==> src/rtl/tx_spi_fifo.sv <==
// SPI-fed transmit byte FIFO with IDLE/LOAD/DRAIN frame control.
// Define TX_SPI_FIFO_JABBER_EN to add the per-frame cycle watchdog.
module tx_spi_fifo #(
  parameter int unsigned DEPTH        = 8,
  parameter logic [19:0] JABBER_LIMIT = 20'hFFFFF
) (
  input  logic                   clk,
  input  logic                   reset_n,
  input  logic [15:0]            spi_data,
  input  logic                   spi_data_strobe,
  output logic                   spi_data_request,
  input  logic                   go,
  input  logic                   abort,
  output logic [7:0]             tx_byte,
  output logic                   tx_valid,
  output logic                   tx_last,
  input  logic                   byte_consumed,
  output logic [$clog2(DEPTH):0] level,
  output logic                   overrun,
  output logic                   underrun,
  output logic                   jabber,
  output logic                   busy
);
  localparam int unsigned PW = $clog2(DEPTH);
  localparam int unsigned LW = PW + 1;
  localparam logic [LW-1:0] FULL   = LW'(DEPTH);
  localparam logic [LW-1:0] ALMOST = LW'(DEPTH - 1);

  typedef enum logic [1:0] {
    IDLE,
    LOAD,
    DRAIN
  } state_e;

  state_e        state_q;
  logic          stb_q;
  logic          go_q;
  logic          arm_q;
  logic [PW-1:0] wr_ptr_q;
  logic [PW-1:0] rd_ptr_q;
  logic [LW-1:0] level_q;
  logic          pend_q;
  logic [DEPTH-1:0] last_q;
  logic [7:0]    mem_q [DEPTH];
  logic          req_q;
  logic [7:0]    tx_byte_q;
  logic          tx_valid_q;
  logic          tx_last_q;
  logic          ovr_q;
  logic          und_q;

  logic          stb_edge;
  logic          go_edge;
  logic          in_load;
  logic          flush;
  logic          jab_hit;
  logic          empty;
  logic          full;
  logic          push_req;
  logic          mark;
  logic          pop;
  logic          push;
  logic          set_ovr;
  logic          set_und;
  logic          start;
  logic          last_in;
  logic [LW-1:0] lvl_ap;
  logic [LW-1:0] level_d;
  logic [PW-1:0] wr_ptr_d;
  logic [PW-1:0] rd_ptr_d;
  logic [PW-1:0] tail_ptr;
  logic          mark_tail;
  logic          mark_pend;
  logic          eop_acc;
  logic [7:0]    head_byte_d;
  logic          head_last_d;
  logic          unused_bits;

  assign unused_bits = ^spi_data[13:8];

  // go is only honoured once a clean low has been seen after reset
  assign stb_edge = spi_data_strobe & ~stb_q;
  assign go_edge  = go & ~go_q & arm_q;
  assign in_load  = (state_q == LOAD);
  assign flush    = abort | jab_hit;
  assign empty    = (level_q == '0);
  assign full     = (level_q == FULL);

  assign push_req = in_load & stb_edge & spi_data[14] & ~flush;
  assign mark     = in_load & stb_edge & ~spi_data[14]
                  & spi_data[15] & ~flush;
  assign pop      = byte_consumed & ~empty & ~flush;
  assign push     = push_req & (~full | pop);
  assign set_ovr  = push_req & full & ~pop;
  assign set_und  = byte_consumed & empty & ~flush;
  assign start    = (state_q == IDLE) & go_edge & ~flush;
  assign last_in  = spi_data[15] | pend_q;

  assign lvl_ap   = level_q - LW'(pop);
  assign level_d  = lvl_ap + LW'(push);
  assign wr_ptr_d = wr_ptr_q + PW'(push);
  assign rd_ptr_d = rd_ptr_q + PW'(pop);
  assign tail_ptr = wr_ptr_q - PW'(1);

  // a marker with nothing left to tag is held for the next pushed byte
  assign mark_tail = mark & (lvl_ap != '0);
  assign mark_pend = mark & (lvl_ap == '0);
  assign eop_acc   = (push & last_in) | mark_tail;

  assign head_byte_d = (lvl_ap == '0) ? spi_data[7:0]
                                      : mem_q[rd_ptr_d];
  assign head_last_d = (lvl_ap == '0) ? last_in
                     : (last_q[rd_ptr_d]
                        | (mark_tail & (rd_ptr_d == tail_ptr)));

  always_ff @(posedge clk) begin
    if (push) mem_q[wr_ptr_q] <= spi_data[7:0];
  end

  always_ff @(posedge clk or negedge reset_n) begin
    if (!reset_n) begin
      state_q    <= IDLE;
      stb_q      <= 1'b0;
      go_q       <= 1'b0;
      arm_q      <= 1'b0;
      wr_ptr_q   <= '0;
      rd_ptr_q   <= '0;
      level_q    <= '0;
      pend_q     <= 1'b0;
      last_q     <= '0;
      req_q      <= 1'b0;
      tx_byte_q  <= 8'h00;
      tx_valid_q <= 1'b0;
      tx_last_q  <= 1'b0;
      ovr_q      <= 1'b0;
      und_q      <= 1'b0;
    end else begin
      stb_q <= spi_data_strobe;
      go_q  <= go;
      arm_q <= 1'b1;
      if (flush) begin
        state_q    <= IDLE;
        wr_ptr_q   <= '0;
        rd_ptr_q   <= '0;
        level_q    <= '0;
        pend_q     <= 1'b0;
        req_q      <= 1'b0;
        tx_valid_q <= 1'b0;
        tx_last_q  <= 1'b0;
      end else begin
        wr_ptr_q   <= wr_ptr_d;
        rd_ptr_q   <= rd_ptr_d;
        level_q    <= level_d;
        if (push) last_q[wr_ptr_q] <= last_in;
        if (mark_tail) last_q[tail_ptr] <= 1'b1;
        pend_q     <= push ? 1'b0 : (pend_q | mark_pend);
        tx_valid_q <= (level_d != '0);
        tx_last_q  <= (level_d != '0) & head_last_d;
        if (level_d != '0) tx_byte_q <= head_byte_d;
        if (start) begin
          ovr_q <= 1'b0;
          und_q <= 1'b0;
        end else begin
          ovr_q <= ovr_q | set_ovr;
          und_q <= und_q | set_und;
        end
        unique case (state_q)
          IDLE: begin
            req_q <= start & (level_d < ALMOST);
            if (start) state_q <= LOAD;
          end
          LOAD: begin
            if (eop_acc) begin
              state_q <= DRAIN;
              req_q   <= 1'b0;
            end else begin
              req_q <= (level_d < ALMOST);
            end
          end
          DRAIN: begin
            req_q <= 1'b0;
            if (pop & tx_last_q) state_q <= IDLE;
          end
          default: begin
            state_q <= IDLE;
            req_q   <= 1'b0;
          end
        endcase
      end
    end
  end

`ifdef TX_SPI_FIFO_JABBER_EN
  logic [19:0] jab_cnt_q;
  logic        jab_q;

  assign jab_hit = (state_q != IDLE)
                 & (({1'b0, jab_cnt_q} + 21'd1)
                    >= {1'b0, JABBER_LIMIT});

  always_ff @(posedge clk or negedge reset_n) begin
    if (!reset_n) begin
      jab_cnt_q <= '0;
      jab_q     <= 1'b0;
    end else if (start) begin
      jab_cnt_q <= '0;
      jab_q     <= 1'b0;
    end else begin
      if (state_q != IDLE) jab_cnt_q <= jab_cnt_q + 20'd1;
      if (jab_hit) jab_q <= 1'b1;
    end
  end

  assign jabber = jab_q;
`else
  logic unused_jab_limit;

  assign unused_jab_limit = ^JABBER_LIMIT;
  assign jab_hit          = 1'b0;
  assign jabber           = 1'b0;
`endif

  assign spi_data_request = req_q;
  assign tx_byte          = tx_byte_q;
  assign tx_valid         = tx_valid_q;
  assign tx_last          = tx_last_q;
  assign level            = level_q;
  assign overrun          = ovr_q;
  assign underrun         = und_q;
  assign busy             = (state_q != IDLE);

endmodule

==> config.mk <==
export PLATFORM = sky130hd
export DESIGN_NAME = tx_spi_fifo
export DESIGN_NICKNAME = d
export VERILOG_FILES = /design/src/rtl/tx_spi_fifo.sv
export SDC_FILE = /design/constraint.sdc
export NUM_CORES = 1
export LEC_CHECK = 0
export CORE_MARGIN = 3
export CORE_UTILIZATION = 40
export DETAILED_ROUTE_END_ITERATION = 7
export SYNTH_ARGS = -nofsm -noshare
export SYNTH_HDL_FRONTEND = slang
export SYNTH_SLANG_ARGS = --single-unit
==> constraint.sdc <==
create_clock -name clk -period 4.7 [get_ports clk]
set_clock_uncertainty 0.1 [all_clocks]
set_input_delay 0.705 -clock clk [delete_from_list [all_inputs] [get_ports clk]]
set_output_delay 0.705 -clock clk [all_outputs]
set_load 0.03 [all_outputs]
; ---- Word level (Yosys, flattened, before mapping)
; Memories as Yosys holds them, arrays and structs flattened.
; Index checks and enable logic that the tools add are counted.
[word_totals]
regBits = 37
mem_bits_rw = 64
input_bits = 22
out_inout_bits = 19
n_memories = 1
[memory_table]
columns = memory, words, word_bits, rd, rd_clocked_by_memory_dff, wr, line_no
row1 = mem_q, 8, 8, 1, 0, 1, 44  ; logic [7:0] mem_q [DEPTH];
[op_classes]
addsub = 5
n_lt_le_gt_ge = 6
eq_ne = 7
mux = 31
bitwise_logic = 40
reduce_logical = 10
[ops]
columns = op, count
row1 = 8-bit two-way mux, 4
row2 = 1-bit AND, 25
row3 = 1-bit two-way mux, 14
row4 = 3-bit by 4-bit < comparator with 1-bit output (second input constant), 3
row5 = 8-bit bitwise mux, 1
row6 = 4-bit zero test, 2
row7 = 2-bit two-way mux, 4
row8 = 8-bit OR, 1
row9 = 4-bit nonzero test, 2
row10 = 1-bit NOT, 7
row11 = 1-bit OR, 7
row12 = 3-bit by 1-bit adder with 3-bit output, 2
row13 = 1-bit demux with 3-bit select, 2
row14 = 3-bit by 1-bit greater-or-equal comparator with 1-bit output (second input constant), 2
row15 = 3-bit two-way mux, 2
row16 = 3-bit != test (second input constant), 2
row17 = 2-bit one-hot mux with 3 select lines, 1
row18 = 4-bit by 1-bit adder with 4-bit output, 1
row19 = 4-bit equality test (second input constant), 1
row20 = 4-bit by 3-bit < comparator with 1-bit output (second input constant), 1
row21 = 4-bit two-way mux, 1
row22 = 4-bit by 1-bit subtractor with 4-bit output, 1
row23 = 1-bit binary-select mux with 3-bit select, 1
row24 = 3-bit equality test, 1
row25 = 10 further kinds, 11

; ---- Logic depth before layout (Yosys ltp)
[depth]
depth_word = 12
depth_mapped = 14
ltp_nobuf = 12

; ---- Worst setup path after synthesis
; OpenSTA, ideal clock, no wires.
[synth_path]
path_kind = register -> register
start = register level_q[0], in the netlist level[0]
end = register tx_last_q, in the netlist tx_last
t_arrival_ns = 3.197
required_ns = 4.522
path_slack_ns = 1.325
stages_incl_launch_ff = 15
path_buffers = 3
synth_period_minus_slack_ns = 3.375
path_cell_list = dfrtp_1 -> or4_1 -> buf_4 -> nand2_4 -> inv_4 -> clkbuf_1 -> ha_1 -> ha_1 -> xnor2_1 -> nand3_1 -> nor2_1 -> clkbuf_1 -> nand2_1 -> o41ai_1 -> o2bb2ai_1
[synth_between]
elab_chain_cells = 12
[synth_lines]
columns = element, line_no
row1 = "start, declared", 41  ; logic [LW-1:0] level_q;
row2 = "start signal, assigned", 153  ; level_q <= level_d;
row3 = 4-bit zero test, 86  ; assign empty = (level_q == '0);
row4 = 1-bit NOT, 92  ; assign pop = byte_consumed & ~empty & ~flush;
row5 = 1-bit AND (2 in a row), 92
row6 = 4-bit by 1-bit subtractor with 4-bit output, 99  ; assign lvl_ap = level_q - LW'(pop);
row7 = 4-bit nonzero test, 106  ; assign mark_tail = mark & (lvl_ap != '0);
row8 = 1-bit AND, 106
row9 = 1-bit AND, 114  ; | (mark_tail & (rd_ptr_d == tail_ptr)));
row10 = 1-bit OR, 114
row11 = 1-bit two-way mux, 112  ; assign head_last_d = (lvl_ap == '0) ? last_in
row12 = 1-bit AND (*), 158  ; tx_last_q <= (level_d != '0) & head_last_d;
row13 = 1-bit two-way mux (*), 141  ; if (flush) begin
row14 = "end signal, assigned", 158
row15 = "end, declared", 48  ; logic tx_last_q;
; Mark *: on every way between the ends. The rest lies on a longest branch, timed or not. The select of a mux whose other input is x is not followed.
; A chain may end at the register's enable or synchronous reset.

; ---- Worst setup path after layout
[layout_path]
start = register level_q[0], in the netlist level[0]
end = register tx_byte_q[3], in the netlist tx_byte[3]
[layout_between]
elab_chain_cells = 9
[layout_lines]
columns = element, line_no
row1 = "parallel branches: the longest is 9 deep, another holds 4-bit by 1-bit subtractor with 4-bit output", -
row2 = "end signal, assigned", 159  ; if (level_d != '0) tx_byte_q <= head_byte_d;
row3 = "end, declared", 46  ; logic [7:0] tx_byte_q;
; Parallel ways; which one is timed is not known.

==> results.md <==
- GPL Wtd Cong: 0.821
- Crit path time final: 3.97 ns
- Total iterations of the first detailed-routing run: 5
- Worst r2r src: level[0]
- Outcome: finished clean
- First-pass GRT wire length: 20.9 mm
- Fillers: 1153
- Fin area: 5940 um2
- MaxCap Viol Count: 0
- Root buf cell: clkbuf_16
- Top-count cell post-synth: nand2_1
- Measured slew at the worst slew-check pin: 0.918 ns
- Final HPWL DP: 8.72 mm
- Core area: ~12000 um2
- Post-synth EDFFs: 64
- Worst Path Max Fanout: 18
- Top post-synthesis cells by area: edfxtp_1, dfrtp_1, nand2_1, mux2i_1, nor2_1
- Synth top area share: 37.6%
- Area delta synth->final: 16.2%
- Met3 Use GR: 4.23%
- Vias in the first global route: between 3000 and 4000
- Clk pin slew, worst setup/hold paths: 0.07 ns
- Post-synth top cells: nand2_1, edfxtp_1, dfrtp_1
- Rows: 40
- Synthesis-stage register bit count: 101
- Starting density of the core: 41.7%
- FFs w/ async S/R, synth: 36.6%
- Met1 usage: 25.8%
- Clock Latency Late Sink: 0.35 ns
- Worst vdd ir: 0.000207 V
- Worst setup SP type: flop
- Period utilization: 84.5%
- Htree depth: 3
- Dpl cells: 670
- RSZ-0062 raised after global routing: no
- Synth Warn #: 0
- CTS Sinks: between 100 and 150
- Synth Instances: 480
- Setup TNS: 0 ns
- Syn nets: 510
- Post-CTS setup buffer count: 0
- Post-DRT Antenna Nets: 0
- Critical path class: reg2reg
- Final Instance Count excl. Fillers: about 690
- Fmax: about 250 MHz
- Initial antenna violation count: 0
- CTS resizes: 0
- Critical Path RT: 4.79 ns
- DRC Markers: 0
- Top_reg_cell synth: edfxtp_1
- Die width: 119 um
- CTS Hold Buffers Added: 0
- Buffer depth of the longest clock path: 2
- Largest net degree at the start of global routing: 49
- DP Area: 5670 um2
- Final Setup Violations: 0
- Die area: 14200 um2
- Antenna Cells: 0
- CTS tree: yes
- Leak pwr: 2.13 nW
- CP Data Arrival Time: 4.06 ns
- CP startpoint: level[0]
- GRT Max-Usage Layer: met2
- Wire per inst: 19.7 um
- Mean Syn Cell Area: 10.7 um2
- Yosys cell types: 51
- DR vias: just under 4000
- Port bufs: 33
- Hold WC Path Type: in2async
- Routed wire length: 13.5 mm
- CP Capture Type: flop
- Ports: 41
- Top cell type by total area after synthesis: edfxtp_1
- PD cells: 418 nW/um2
- Cts bufs inserted: 9
- Total congestion overflow: 0
- Final hold vios: 0
- DR iter-0 viols: about 330
- Die Y: 119 um
- GR Util met2: 30.2%
- Relative slew margins: a little under two fifths
- Routed vias/inst: 5.74
- GR Util All Layers: between 10% and 20%
- Mapped Area: 5110 um2
- Final Slew Violations: 0
- Layout cell share with drive strength beyond 1: between 8 and 9%
- Nets: 543
- Sequential share of the synthesized area: 55.7%
-- worst paths after layout --
check                           slack [ns]  depth (start not counted)    endpoint
max in group asynchronous             3.56                          1  tx_byte[6]
worst min-delay path                  0.38                          1  tx_byte[2]
min in group clk                      0.40                          2    underrun
worst min register to register        0.40                          2    underrun
worst max-delay path                  0.73                          9  tx_byte[3]
worst max register to register        0.73                          9  tx_byte[3]
-- cell type report --
type / count / area (um2) / share of cell area (%)
multi-input cells: 339 / 2100 / 35.3
repair buffers: 52 / 468 / 7.88
well taps: 168 / 210 / 3.54
flip-flops and latches: 101 / 2850 / 47.9
clock buffers: 12 / 246 / 4.15
inverters: 10 / 40.0 / 0.674
clock inverters: 4 / 30.0 / 0.505
-- critical path, cell delays in order, from the launching register on --
cell,delay (ns)
dfrtp_1,0.44
or4_1,0.95
and3_1,0.34
ha_1,0.21
xnor2_1,0.28
nor2_1,0.71
o221ai_1,0.26
o32ai_1,0.19
nand4b_1,0.21
a31oi_1,0.12
-- metrics by stage --
step	hold slack [ns]	setup WS, ns	power (mW)	util (%)
6_report	0.379	0.729	2.48	48.5
5_1_grt	0.450	0.504	2.60	48.5
4_1_cts	0.403	0.711	2.51	48.5
3_5_place_dp	0.386	0.653	1.80	46.2
3_3_place_gp	0.384	0.745	1.78	46.2
2_1_floorplan	0.309	1.33	1.52	-
-- flip-flops by register name, summed over array words and instances, names as in the netlist --
| name | count |
|---|---|
| arm_q | 1 |
| go_q | 1 |
| last_q | 8 |
| level | 4 |
| mem_q | 64 |
| overrun | 1 |
| pend_q | 1 |
| rd_ptr_q | 3 |
| spi_data_request | 1 |
| state_q | 2 |
| stb_q | 1 |
| tx_byte | 8 |
| tx_last | 1 |
| tx_valid | 1 |
| underrun | 1 |
| wr_ptr_q | 3 |
-- logic make-up after synthesis --
kind of cell             Yosys count  synth area share [%]
buffers and inverters             40                  3.55
multiplexers                      18                  4.09
adder cells (fa/ha/maj)            8                  1.96
other                              2                 0.147
XOR/XNOR                          12                  2.42
AND/OR/NAND/NOR                  195                  18.4
flip-flops                       101                  55.7
AO/OA/AOI/OAI                    104                  13.7
-- cell usage in the layout, fill, tap and decap left out, types with 2 or more instances in the layout --
cell,Yosys,final
a211oi_1,2,2
a21oi_1,11,11
a311oi_1,3,3
a31oi_1,18,18
a32oi_1,7,7
and3_1,10,10
buf_4,6,19
clkbuf_1,17,2
clkbuf_16,0,9
clkdlybuf4s50_1,0,32
conb_1,2,2
dfrtp_1,37,37
edfxtp_1,64,64
ha_1,8,8
inv_1,9,9
inv_6,0,2
mux2i_1,16,16
nand2_1,83,83
nand2b_1,5,5
nand3_1,18,18
nand3b_1,10,10
nand4b_1,7,7
nor2_1,34,34
nor2b_1,10,10
nor3_1,7,7
nor3b_1,2,2
o21ai_0,25,25
o221ai_1,7,7
o22ai_1,14,14
o32ai_1,8,8
or2_2,2,2
xnor2_1,9,9
xor2_1,2,2
-- metal layers --
layer | vias up | routed length, um
met2 | 169 | 6270
met4 | 0 | 380
li1 | 1843 | -
met1 | 1895 | 6000
met5 | - | 0
met3 | 31 | 895
-- power breakdown --
| part | internal (mW) | switching (mW) |
|---|---|---|
| clock network | 0.377 | 0.327 |
| registers | 0.999 | 0.0377 |
| logic | 0.274 | 0.467 |
No activity file was read; power rests on OpenSTA's default activity.
